## config.mk

```make
export PLATFORM = sky130hd
export DESIGN_NAME = pipelined_adder
export DESIGN_NICKNAME = d
export VERILOG_FILES = /design/src/rtl/pipelined_adder.sv
export SDC_FILE = /design/constraint.sdc
export NUM_CORES = 1
export LEC_CHECK = 0
export ABC_AREA = 1
export BUFFER_PORTS_ARGS = -buffer_cell sky130_fd_sc_hd__buf_2
export CAP_MARGIN = 5
export CORE_MARGIN = 2
export CORE_UTILIZATION = 65
export DETAILED_ROUTE_END_ITERATION = 12
export PLACE_DENSITY_LB_ADDON = 0.1
export SLEW_MARGIN = 25
export SYNTH_ARGS = -nofsm -noshare
export SYNTH_HDL_FRONTEND = slang
export SYNTH_HIERARCHICAL = 1
export SYNTH_SLANG_ARGS = --single-unit
```

## constraint.sdc

```tcl
create_clock -name clk -period 4.27 [get_ports clk]
set_input_delay 0.427 -clock clk [delete_from_list [all_inputs] [get_ports clk]]
set_output_delay 0.427 -clock clk [all_outputs]
set_load 0.03 [all_outputs]
```

## src/rtl/pipelined_adder.sv

```systemverilog
// Pipelined ripple-carry adder: WIDTH bits split into STAGES chunks, one
// chunk added per stage with the carry registered between stages. Operands
// ride along through skew registers and finished low chunks are carried
// forward so every sum bit leaves the last stage together. Valid/ready
// handshake on both ends; a stalled output freezes the whole pipeline.

module pipelined_adder_stage #(
  parameter int WIDTH = 8,
  parameter int CHUNK = 2,
  parameter int K     = 0
) (
  input  logic             clk,
  input  logic             rst_n,
  input  logic             en,
  input  logic             up_vld,
  input  logic [WIDTH-1:0] up_a,
  input  logic [WIDTH-1:0] up_b,
  input  logic [WIDTH-1:0] up_sum,
  input  logic             up_carry,
  output logic             dn_vld,
  output logic [WIDTH-1:0] dn_a,
  output logic [WIDTH-1:0] dn_b,
  output logic [WIDTH-1:0] dn_sum,
  output logic             dn_carry,
  output logic             dn_ovf
);
  localparam int LO = K * CHUNK;
  localparam int HI = LO + CHUNK - 1;

  logic [CHUNK:0]   add;
  logic [WIDTH-1:0] next_sum;
  logic             msb_cin;

  assign add = {1'b0, up_a[LO +: CHUNK]} + {1'b0, up_b[LO +: CHUNK]}
             + {{CHUNK{1'b0}}, up_carry};
  // Carry into the top bit of this chunk, recovered from the chunk's sum bit.
  assign msb_cin = up_a[HI] ^ up_b[HI] ^ add[CHUNK-1];

  // Splice this stage's chunk result into the partial sum travelling down.
  always_comb begin
    next_sum = up_sum;
    next_sum[LO +: CHUNK] = add[CHUNK-1:0];
  end

  // Stage register: valid always advances when enabled; data only loads for
  // a real operation so outputs hold their last value across bubbles.
  always_ff @(posedge clk) begin
    if (!rst_n) begin
      dn_vld   <= 1'b0;
      dn_a     <= '0;
      dn_b     <= '0;
      dn_sum   <= '0;
      dn_carry <= 1'b0;
      dn_ovf   <= 1'b0;
    end else if (en) begin
      dn_vld <= up_vld;
      if (up_vld) begin
        dn_a     <= up_a;
        dn_b     <= up_b;
        dn_sum   <= next_sum;
        dn_carry <= add[CHUNK];
        dn_ovf   <= msb_cin ^ add[CHUNK];
      end
    end
  end
endmodule

module pipelined_adder #(
  parameter int WIDTH  = 8,
  parameter int STAGES = 4
) (
  input  logic             clk,
  input  logic             rst_n,
  input  logic             in_valid,
  output logic             in_ready,
  input  logic [WIDTH-1:0] a,
  input  logic [WIDTH-1:0] b,
  input  logic             cin,
  output logic             out_valid,
  input  logic             out_ready,
  output logic [WIDTH-1:0] sum,
  output logic             cout,
  output logic             ovf
);
  localparam int CHUNK = (STAGES > 0) ? WIDTH / STAGES : 1;

  if (WIDTH < 1 || STAGES < 1 || STAGES > WIDTH || (WIDTH % STAGES) != 0) begin : g_bad_cfg
    $error("pipelined_adder: need WIDTH >= 1, 1 <= STAGES <= WIDTH, WIDTH %% STAGES == 0");
  end

  logic [STAGES:0]            vld_pipe;
  logic [STAGES:0][WIDTH-1:0] a_pipe, b_pipe, s_pipe;
  logic [STAGES:0]            c_pipe, ovf_pipe;
  logic                       stall;
  logic                       unused_bits;

  // A held output freezes everything upstream, including skew and carries.
  assign stall    = vld_pipe[STAGES] && !out_ready;
  assign in_ready = rst_n && !stall;

  assign vld_pipe[0] = in_valid && in_ready;
  assign a_pipe[0]   = a;
  assign b_pipe[0]   = b;
  assign s_pipe[0]   = '0;
  assign c_pipe[0]   = cin;
  assign ovf_pipe[0] = 1'b0;

  for (genvar k = 0; k < STAGES; k++) begin : g_stage
    pipelined_adder_stage #(.WIDTH(WIDTH), .CHUNK(CHUNK), .K(k)) u_stage (
      .clk      (clk),
      .rst_n    (rst_n),
      .en       (!stall),
      .up_vld   (vld_pipe[k]),
      .up_a     (a_pipe[k]),
      .up_b     (b_pipe[k]),
      .up_sum   (s_pipe[k]),
      .up_carry (c_pipe[k]),
      .dn_vld   (vld_pipe[k+1]),
      .dn_a     (a_pipe[k+1]),
      .dn_b     (b_pipe[k+1]),
      .dn_sum   (s_pipe[k+1]),
      .dn_carry (c_pipe[k+1]),
      .dn_ovf   (ovf_pipe[k+1])
    );
  end

  assign out_valid = vld_pipe[STAGES];
  assign sum       = s_pipe[STAGES];
  assign cout      = c_pipe[STAGES];
  assign ovf       = ovf_pipe[STAGES];

  // Operand skew past the last stage and early-stage overflow are dead ends.
  assign unused_bits = ^{a_pipe[STAGES], b_pipe[STAGES], ovf_pipe[STAGES-1:0]};
endmodule

```

==> results of run 1 <==
## path summary, 6_finish.rpt
check / end / depth (start not counted)
worst max-delay path: in_ready / 4
worst min-delay path: g_stage[0].u_stage/dn_b[4]$_SDFFE_PN0P_ / 3
worst max register to register: g_stage[3].u_stage/dn_ovf$_SDFFE_PN0P_ / 9
worst min register to register: g_stage[2].u_stage/dn_sum[2]$_SDFFE_PN0P_ / 2
## per-layer routing
| layer | global-route usage | wire [um] | up-vias | share of wire |
|---|---|---|---|---|
| met1 | 0.214 | 1630 | 707 | 0.49 |
| li1 | - | - | 878 | - |
| met5 | 0 | 0 | - | 0 |
| met4 | 0.0815 | 49 | 0 | 0.015 |
| met2 | 0.316 | 1520 | 33 | 0.45 |
| met3 | 0.0429 | 150 | 7 | 0.045 |
## layout make-up
cell class,count,area [um2],share of cell area
inverter,33,134,0.0565
timing repair buffer,32,160,0.0675
sequential,53,1060,0.447
tap,46,57.6,0.0243
clock inverter,1,30.0,0.0127
clock buffer,7,55.1,0.0232
multi-input combinational,166,873,0.368
## placed cells by master, fill, tap and decap left out
cell type and n:
clkbuf_4 5, nand2_2 6, inv_1 29, o21ai_0 41, fa_1 8, bufinv_16 1
nor2_1 73, inv_4 4, nor2_2 1, a21boi_0 4, buf_2 32, a21oi_1 13
nand2_1 10, nand3_1 2, clkbuf_1 1, o21ai_1 7, dfxtp_1 53, clkbuf_8 1
ha_1 1
## critical path, cell delays in order
cell	delay (ns)
buf_2	0.56
nand2_2	0.13
inv_1	0.07
buf_2	0.19
## sequential cells by signal, indices dropped and copies added, names as in the netlist
register                  cells
g_stage.u_stage/dn_a         12
g_stage.u_stage/dn_b         12
g_stage.u_stage/dn_sum       20
g_stage.u_stage/dn_ovf        1
g_stage.u_stage/dn_vld        4
g_stage.u_stage/dn_carry      4
## per-stage QoR
step / std cells / hold slack [ns] / total power [mW] / area (um2)
6_report: 338 / 0.310 / 0.899 / 2370
3_3_place_gp: 330 / 0.457 / 0.624 / 2290
4_1_cts: 338 / 0.304 / 0.906 / 2370
5_1_grt: 338 / 0.306 / 0.946 / 2370
2_1_floorplan: 280 / 0.448 / 0.613 / 2280
3_5_place_dp: 330 / 0.467 / 0.627 / 2290
## power breakdown
part | total (mW) | switching, mW | leakage, nW | internal (mW)
combinational | 0.0872 | 0.0532 | 0.555 | 0.0340
clock | 0.284 | 0.144 | 0.0455 | 0.140
sequential | 0.528 | 0.0106 | 0.433 | 0.517
total | 0.899 | 0.208 | 1.03 | 0.691
==> flow_metrics.env, run 1 <==
export IMPL_root_buffer="clkbuf_4"
export IMPL_drtPass1Iterations=4
export IMPL_grt_total_usage=0.182
export IMPL_cts_sinks=53
export IMPL_drv_cap=0
export IMPL_finalSetupViolations=0
export IMPL_rsz0062_at_grt="no"
export IMPL_postCtsSetupBuffers=0
export IMPL_worstSetupStartpointType="primary input"
export IMPL_power_density_nw_per_um2=379
export IMPL_port_buffers=32
export IMPL_ys_warn_count=6
export IMPL_period_share=0.425
export IMPL_row_count=21
export IMPL_antennaDiodeCount=0
export IMPL_relSlewSlack=0.516
export IMPL_cts_buffers=5
export IMPL_wl_per_cell_um=9.89
export IMPL_fillers=328
export IMPL_status="completed"
export IMPL_hold_violations=0
export IMPL_tightest_slew_ns=0.726
export IMPL_grt_pass1_wl_mm=5.78
export IMPL_final_util=0.705
export IMPL_clk_pin_slew_ns=0.14
export IMPL_hold_class="primary input to flip-flop"
export IMPL_hp_start="b[4]"
export IMPL_vias=1625
export IMPL_remaining_drc_errors=0
export IMPL_start_util=0.677
export IMPL_die_h_um=63.2
export IMPL_critPathLaunch="rst_n"
export IMPL_wl_mm=3.34
export IMPL_drt_vias_per_instance=4.81
export IMPL_grt_pass1_vias=1389
export IMPL_clk_insertion_delay_late_ns=0.36
export IMPL_dp_slack_ns=2.35
export IMPL_globalRoute_totalOverflow=0
export IMPL_synth_fp_nets=310
export IMPL_timing_rr_start="g_stage[2].u_stage/dn_a[6]$_SDFFE_PN0P_"
export IMPL_p_leak_nw=1.03
export IMPL_htreeDepth=2
export IMPL_crit_required_ns=3.84
export IMPL_area_delta_synth_final_pct=4.06
export IMPL_drive_gt1_frac=0.171
export IMPL_io_pins=33
export IMPL_drtIter0Drc=51
export IMPL_grt_max_degree=55
export IMPL_die_area_um2=3990
export IMPL_finalNetCount=321
export IMPL_reg2reg_slack_ns=2.47
export IMPL_worstPathArrival_ns=1.39
export IMPL_setup_ws_ns=2.46
export IMPL_crit_type="primary input to output port"
export IMPL_cts_tree="done"
export IMPL_netlist_area_um2=2280
export IMPL_timing_fmax_ghz=0.551
export IMPL_cts_resized=0
export IMPL_post_synth_cell_area_avg_um2=8.14
export IMPL_fin_crit_ns=1.81
export IMPL_place_congestion=0.727
export IMPL_cp_end_kind="output port"
export IMPL_fin_worst_skew_ns=0.00637
export IMPL_crit_fanout=54
export IMPL_clock_path_buffers=2
export IMPL_dp_hpwl_mm=2.38
export IMPL_slew_viol_final=0
export IMPL_finalSetupTns_ns=0
export IMPL_dieWidth_um=63.2
export IMPL_postCtsHoldBufs=0
export IMPL_grt_antenna_before_repair=0
export IMPL_ant_nets=0
export IMPL_core_um2=3360
export IMPL_irDropWorstVdd_mv=0.243
export IMPL_syn_inst=280
Note: power is estimated with default switching activity, not from simulation.
==> run 2, diff against run 1 <==
--- a/config.mk
+++ b/config.mk
@@ -9,7 +9,7 @@
 export BUFFER_PORTS_ARGS = -buffer_cell sky130_fd_sc_hd__buf_2
 export CAP_MARGIN = 5
 export CORE_MARGIN = 2
-export CORE_UTILIZATION = 65
+export CORE_UTILIZATION = 55
 export DETAILED_ROUTE_END_ITERATION = 12
 export PLACE_DENSITY_LB_ADDON = 0.1
 export SLEW_MARGIN = 25
==> constraint.sdc (replaced) <==
create_clock -name clk -period 1.54 [get_ports clk]
set_input_delay 0.154 -clock clk [delete_from_list [all_inputs] [get_ports clk]]
set_output_delay 0.154 -clock clk [all_outputs]
set_load 0.03 [all_outputs]
==> run 2 against run 1 <==
  * Power grew to 2.7 times the previous value
  * Sequential power grew to 2.8 times the previous value
  * Sequential cell count stayed put
  * Largest power group unchanged
  * Clock power grew to 2.6 times the previous value
  * Die area is 17% higher
  * Combinational power grew to 2.9 times the previous value
  * The flow now finishes with violations (setup timing)
  * Sequential share of layout area is 0.77 points lower
==> flow_metrics.env, run 2 (same netlist as run 1, synthesis figures left out) <==
export IMPL_status="complete, but fails checks"
export IMPL_violations="setup timing"
export IMPL_drive_gt1_frac=0.209
export IMPL_relSlewSlack=0.718
export IMPL_start_util=0.570
export IMPL_r2r_cells=9
export IMPL_p_leak_nw=1.05
export IMPL_slew_viol_final=0
export IMPL_grt_antenna_before_repair=0
export IMPL_total_power_mw=2.45
export IMPL_placed_cell_area_um2=2320
export IMPL_drv_cap=0
export IMPL_remaining_drc_errors=0
export IMPL_critPathLaunch="g_stage[2].u_stage/dn_carry$_SDFFE_PN0P_"
export IMPL_globalRoute_totalOverflow=0
export IMPL_cts_tree="done"
export IMPL_die_h_um=68.4
export IMPL_fin_crit_ns=1.78
export IMPL_die_area_um2=4670
export IMPL_tightest_slew_ns=0.423
export IMPL_setup_ws_ns=-0.240
export IMPL_grt_max_degree=54
export IMPL_cts_sinks=53
export IMPL_drt_vias_per_instance=4.68
export IMPL_irDropWorstVdd_mv=0.473
export IMPL_clock_path_buffers=2
export IMPL_power_density_nw_per_um2=1010
export IMPL_grt_pass1_wl_mm=5.91
export IMPL_worstSetupStartpointType="flip-flop"
export IMPL_worstPathArrival_ns=2.02
export IMPL_finalSetupTns_ns=-0.277
export IMPL_drtPass1Iterations=4
export IMPL_grt_total_usage=0.171
export IMPL_wl_per_cell_um=10.1
export IMPL_port_buffers=32
export IMPL_crit_fanout=3
export IMPL_reg_top3="g_stage.u_stage/dn_sum: 20 flops, g_stage.u_stage/dn_a: 12 flops, g_stage.u_stage/dn_b: 12 flops"
export IMPL_antennaDiodeCount=0
export IMPL_final_util=0.605
export IMPL_htreeDepth=2
export IMPL_ant_nets=0
export IMPL_crit_required_ns=1.78
export IMPL_wl_mm=3.51
export IMPL_dp_hpwl_mm=2.47
export IMPL_hold_violations=0
export IMPL_vias=1621
export IMPL_root_buffer="clkbuf_8"
export IMPL_clk_insertion_delay_late_ns=0.30
export IMPL_timing_fmax_ghz=0.562
export IMPL_area_delta_synth_final_pct=6.26
export IMPL_mostFrequentLayoutCells="nor2_1 (73), dfxtp_1 (50), o21ai_0 (41)"
export IMPL_drtIter0Drc=80
export IMPL_place_congestion=0.691
export IMPL_finalNetCount=325
export IMPL_largest_register="g_stage.u_stage/dn_sum"
export IMPL_postCtsHoldBufs=0
export IMPL_finalInstanceArea_um2=2420
export IMPL_final_common_cell="nor2_1"
export IMPL_period_share=1.16
export IMPL_io_pins=33
export IMPL_cts_buffers=5
export IMPL_grt_pass1_vias=1397
export IMPL_hold_class="primary input to flip-flop"
export IMPL_clk_pin_slew_ns=0.09
export IMPL_crit_type="flip-flop to flip-flop"
export IMPL_reg2reg_slack_ns=-0.24
export IMPL_critPathCapture="g_stage[3].u_stage/dn_ovf$_SDFFE_PN0P_"
export IMPL_rsz0062_at_grt="yes"
export IMPL_largest_register_ffs=20
export IMPL_fin_worst_skew_ns=0.00614
export IMPL_core_um2=4000
export IMPL_row_count=23
export IMPL_finalSetupViolations=2
export IMPL_dieWidth_um=68.4
export IMPL_rr_endpoint="g_stage[3].u_stage/dn_ovf$_SDFFE_PN0P_"
export IMPL_timing_rr_start="g_stage[2].u_stage/dn_carry$_SDFFE_PN0P_"
export IMPL_cp_end_kind="flip-flop"
-- run 2: changes by cell type in the layout (fill, tap and decap cells not counted), sizes merged --
cell / delta
buf: +4
bufinv: -1
clkbuf: +1
-- run 2: critical path: stages (launching register included) --
cell and delay (ns):
dfxtp_2 0.34, inv_2 0.04, fa_2 0.38, fa_1 0.55, inv_1 0.05, nand2_1 0.07
nand2_2 0.07, nand3_2 0.05, nand2_1 0.05, nor2_1 0.12
-- run 2: metrics by stage --
step	hold slack, ns	worst slack, ns	std cells
final	0.0997	-0.240	346
after floorplan	0.285	-0.137	280
after CTS	0.0938	-0.195	345
after global placement	0.404	-0.169	337
after global routing	0.0973	-0.326	346
after detailed placement	0.408	-0.209	337
-- run 2: cell type report --
cell class	count	area [um2]
sequential	53	1060
clock buffer	8	80.1
tap	50	62.6
inverter	33	134
fill	394	1580
multi-input combinational	166	890
timing repair buffer	36	190
-- run 2: timing repair --
item                       CTS  global route
gates resized for setup      2             5
buffers inserted             0             1
pin swaps                    4             4
setup endpoints to repair    2             3
-- run 2: per-layer routing --
layer	GRT usage	vias up	share of wire
met5	0	-	0
met4	0.0675	0	0.017
met3	0.0493	5	0.051
met2	0.290	40	0.43
met1	0.204	694	0.51
li1	-	882	-
-- run 2: how the worst min path moves through the flow --
stage               start  cells past startpoint                                        to  slack [ns]
detailed placement   b[6]                      3   g_stage[0].u_stage/dn_b[6]$_SDFFE_PN0P_        0.41
global route         b[7]                      3   g_stage[0].u_stage/dn_b[7]$_SDFFE_PN0P_         0.1
global placement     b[5]                      3   g_stage[0].u_stage/dn_b[5]$_SDFFE_PN0P_        0.40
finish               b[2]                      3   g_stage[0].u_stage/dn_b[2]$_SDFFE_PN0P_         0.1
CTS                  b[6]                      3   g_stage[0].u_stage/dn_b[6]$_SDFFE_PN0P_        0.09
floorplan           rst_n                      2  g_stage[2].u_stage/dn_carry$_SDFFE_PN0P_        0.28
-- run 2: report_power, final --
group	total [mW]	switching (mW)	internal, mW
Clock	0.730	0.406	0.324
Combinational	0.256	0.154	0.102
Sequential	1.46	0.0290	1.43
